--- src/rtl/alu.sv ---
// alu: RV32I integer ALU with a combinational result and a registered copy.
// Revision: 1.0
`default_nettype none

module alu #(
  parameter int XLEN = 32
) (
  input  logic            clk,
  input  logic            rst,
  input  logic [XLEN-1:0] A,
  input  logic [XLEN-1:0] B,
  input  logic [3:0]      ctrl,
  output logic [XLEN-1:0] res,
  output logic            zero,
  output logic [XLEN-1:0] res_q,
  output logic            zero_q
);

  localparam int SHW = $clog2(XLEN);

  // Operation codes are {funct7[5], funct3}.
  localparam logic [3:0] OP_ADD  = 4'b0000;
  localparam logic [3:0] OP_SUB  = 4'b1000;
  localparam logic [3:0] OP_SLL  = 4'b0001;
  localparam logic [3:0] OP_SLT  = 4'b0010;
  localparam logic [3:0] OP_SLTU = 4'b0011;
  localparam logic [3:0] OP_XOR  = 4'b0100;
  localparam logic [3:0] OP_SRL  = 4'b0101;
  localparam logic [3:0] OP_SRA  = 4'b1101;
  localparam logic [3:0] OP_OR   = 4'b0110;
  localparam logic [3:0] OP_AND  = 4'b0111;

  logic [SHW-1:0]  shamt;
  logic            lt_signed;
  logic            lt_unsigned;
  logic [XLEN-1:0] sra_val;

  assign shamt       = B[SHW-1:0];
  assign lt_signed   = $signed(A) < $signed(B);
  assign lt_unsigned = A < B;
  assign sra_val     = $unsigned($signed(A) >>> shamt);

  always_comb begin
    res = '0;
    case (ctrl)
      OP_ADD:  res = A + B;
      OP_SUB:  res = A - B;
      OP_SLL:  res = A << shamt;
      OP_SLT:  res = {{(XLEN-1){1'b0}}, lt_signed};
      OP_SLTU: res = {{(XLEN-1){1'b0}}, lt_unsigned};
      OP_XOR:  res = A ^ B;
      OP_SRL:  res = A >> shamt;
      OP_SRA:  res = sra_val;
      OP_OR:   res = A | B;
      OP_AND:  res = A & B;
      default: res = '0;
    endcase
  end

  assign zero = (res == '0);

  always_ff @(posedge clk) begin
    if (rst) begin
      res_q  <= '0;
      zero_q <= 1'b0;
    end else begin
      res_q  <= res;
      zero_q <= zero;
    end
  end

endmodule

`default_nettype wire

--- config.mk ---
export PLATFORM = sky130hd
export DESIGN_NAME = alu
export DESIGN_NICKNAME = d
export VERILOG_FILES = /design/src/rtl/alu.sv
export SDC_FILE = /design/constraint.sdc
export NUM_CORES = 1
export LEC_CHECK = 0
export ABC_AREA = 0
export CORE_MARGIN = 5
export CORE_UTILIZATION = 45
export DETAILED_ROUTE_END_ITERATION = 16
export PLACE_DENSITY = 0.67
export SLEW_MARGIN = 25
export SYNTH_ARGS = -nofsm -noshare
export SYNTH_HDL_FRONTEND = slang
export SYNTH_SLANG_ARGS = --single-unit
--- constraint.sdc ---
create_clock -name clk -period 16.8 [get_ports clk]
set_input_delay 4.2 -clock clk [delete_from_list [all_inputs] [get_ports clk]]
set_output_delay 4.2 -clock clk [all_outputs]
set_load 0.02 [all_outputs]
==> flow_metrics.tcl <==
set metrics [dict create \
    status "finished clean" \
    swShare_pct 52.9 \
    fmax_ghz 0.0701 \
    critPathKind "input pin to output pin" \
    avgSynthCellArea_um2 7.06 \
    synth_top_area_share_pct 10.6 \
    num_rows 58 \
    worst_setup_path_start_kind "input pin" \
    die-width_um 169 \
    cpMaxStageDelayCell "a2111oi_0" \
    ant_nets 0 \
    via_per_inst 7.24 \
    place_hpwl_um 47200 \
    fillers 2652 \
    fin_crit_sh_pct 84.9 \
    ys_warn_count 0 \
    intPower_mw 0.304 \
    cts_buffer_depth 2 \
    max_stage_delay_ps 960 \
    layout_common_cells "148 x nor2_1, 131 x nand2_1, 130 x clkdlybuf4s50_1" \
    power_frac_comb_pct 71.7 \
    crit_path_end_kind "output pin" \
    yosysTopAreaCell "ha_1" \
    diodes 0 \
    synthFlopType "dfxtp_1" \
    grt_max_degree 65 \
    wirelength_um 60300 \
    synth_seq_area_share_pct 5.79 \
    core_area_mm2 0.0251 \
    holdPathEnd "res_q[27]$_SDFF_PP0_" \
    antenna_found_initial 2 \
    htreeDepth 2 \
    final_nets 1828 \
    cts_hold_buffers 0 \
    drive_gt1_share_pct 8.86 \
    worst_pin_slew_ps 1180 \
    hold_path_class "input pin to flip-flop" \
    final_util_pct 51.3 \
    power.leakage_nw 5.07 \
    chipHeight_um 169 \
    root_buffer "clkbuf_16" \
    relSlewSlack_pct 21.0 \
    syn_area_mm2 0.0114 \
    switching_power_mw 0.341 \
    hp-start "rst" \
    ys_seq_elements 33 \
    drv_cap 0 \
    rsz0062_at_grt "no" \
    clkPwrFrac_pct 14.7 \
    start_util_pct 45.4 \
    whs_path_depth 3 \
    tns_ps 0 \
    grtUsageTotal_pct 39.8 \
    cts_tree "done" \
    power_density_mw_per_mm2 50.1 \
    drc_errors 0 \
    synth-edff-count 0 \
    grt_pass1_wl_um 87100 \
    synth_area_leaders "ha_1 11%, dfxtp_1 5.8%, a21oi_1 5.4%, mux4_2 5.1%, mux2i_1 5.0%" \
    routabilityCongestion 1.10 \
    cp.required_ps 12600 \
    cts.sinks 33 \
    die-area_mm2 0.0286 \
    io_pins 136 \
    fin_crit_ps 14270 \
    hold_viol 0 \
    setup_viol 0 \
    vdd_drop_max_mv 0.0304 \
    synthToLayoutAreaGrowth_pct 12.9 \
    post_drt_wl_per_cell_um 30.3 \
    cts_buffers 5 \
    vias 14413 \
    path_clk_slew_ps 60 \
    crit_chain "clkdlybuf4s50_1, clkinv_1, ha_1, o21ai_0, a21o_1, a2111oi_0, nor3_1, and4_1, a211oi_1, nand4_1, or4_4, nor3_1, clkdlybuf4s50_1" \
    cts-resized-gates 0 \
    layout_commonest_cell "nor2_1" \
    grt_pass1_vias 13139 \
    post_cts_buffers 0 \
    drtPass1Iterations 9 \
    finalMaxSlewViolations 0 \
    cp_max_fo 20 \
    grt_overflow_total 0 \
    dr.first_iter.drc_count 2144 \
    port_buffers 135 \
    ys_types 103 \
    seqPwrFrac_pct 13.5 \
    async_reset_ff_share_pct 0 \
    syn-instance-count 1617 \
    synth_fp_nets 1786 \
    crit_arrival_ps 10070 \
]
==> layout make-up <==
type                            count  area [um2]  area share [%]
Clock inverter                      3        17.5           0.136
Inverter                          111         417            3.23
Sequential cell                    33         661            5.13
Tap cell                          330         413            3.21
Clock buffer                        5         125           0.971
Timing Repair Buffer              158        1500            11.7
Multi-Input combinational cell   1350        9750            75.7
==> synthesized netlist by cell type (10+ instances only) <==
library cell,number
a2111oi_0,11
a211o_1,18
a211oi_1,36
a21boi_0,10
a21o_1,15
a21oi_1,124
a22oi_1,16
a31oi_1,23
and3_1,13
buf_1,12
buf_2,33
buf_6,11
clkbuf_1,62
dfxtp_1,33
ha_1,97
inv_1,105
mux2_2,34
mux2i_1,57
mux4_2,26
nand2_1,131
nand2b_1,23
nand3_1,48
nand4_1,20
nor2_1,148
nor2b_1,31
nor3_1,46
nor4_1,19
o211ai_1,27
o21ai_0,78
o21bai_1,10
o22ai_1,29
o31ai_1,19
or2_2,13
or3_1,12
xnor2_1,11
==> cells by family after synthesis <==
group                      Yosys count  synth area share [%]
DFF                                 33                  5.79
buffers and inverters              234                  8.95
AOI/OAI and AO/OA                  551                  33.9
and+or+nand+nor                    560                  24.8
muxes                              128                  14.7
adders and majority gates           99                  11.0
xor gates and xnor gates            12                 0.921
==> flip-flops by register name, summed over array words and instances (netlist names) <==
signal / flops
res_q: 32
zero_q: 1
==> worst max-delay path, delay by kind of cell <==
kind                       cells  cell delay, ps
buffers and inverters          3            1800
and+or+nand+nor                5            1430
AOI/OAI and AO/OA              4            1850
adders and majority gates      1             770
==> routing by layer <==
| metal | track usage (%) | share of wire [%] | routed length [um] |
|---|---|---|---|
| met1 | 52.8 | 38 | 23100 |
| met2 | 60.6 | 42 | 25200 |
| met3 | 9.18 | 13 | 7660 |
| met4 | 20.0 | 7.1 | 4280 |
| met5 | 0 | 0.025 | 15 |
==> metrics by stage <==
step	instance area, um2	cells	hold WS (ps)	power, mW	worst slack [ps]
floorplan	11400	1617	4270	0.366	3940
global placement	12700	1982	5000	0.532	2840
detailed placement	12700	1982	5000	0.532	2900
CTS	12900	1990	4730	0.627	2860
global route	12900	1990	4750	0.670	2410
finish	12900	1990	4740	0.645	2530
==> worst max-delay path by stage <==
stage	start	end	slack [ps]	cells after the start
after floorplan	B[2]	zero	3940	17
after global placement	B[4]	zero	2840	14
after detailed placement	B[4]	zero	2900	14
after CTS	B[4]	zero	2860	14
after global routing	B[4]	zero	2410	14
final	B[4]	zero	2530	13
==> power groups by stage <==
stage / Sequential [mW] / Clock [mW] / Combinational [mW]
floorplan: 0.0980 / 0 / 0.268
global placement: 0.0887 / 0 / 0.443
detailed placement: 0.0890 / 0 / 0.443
CTS: 0.0874 / 0.0943 / 0.446
global route: 0.0881 / 0.0993 / 0.482
finish: 0.0872 / 0.0950 / 0.463
Power figures use the tool's default switching activity.
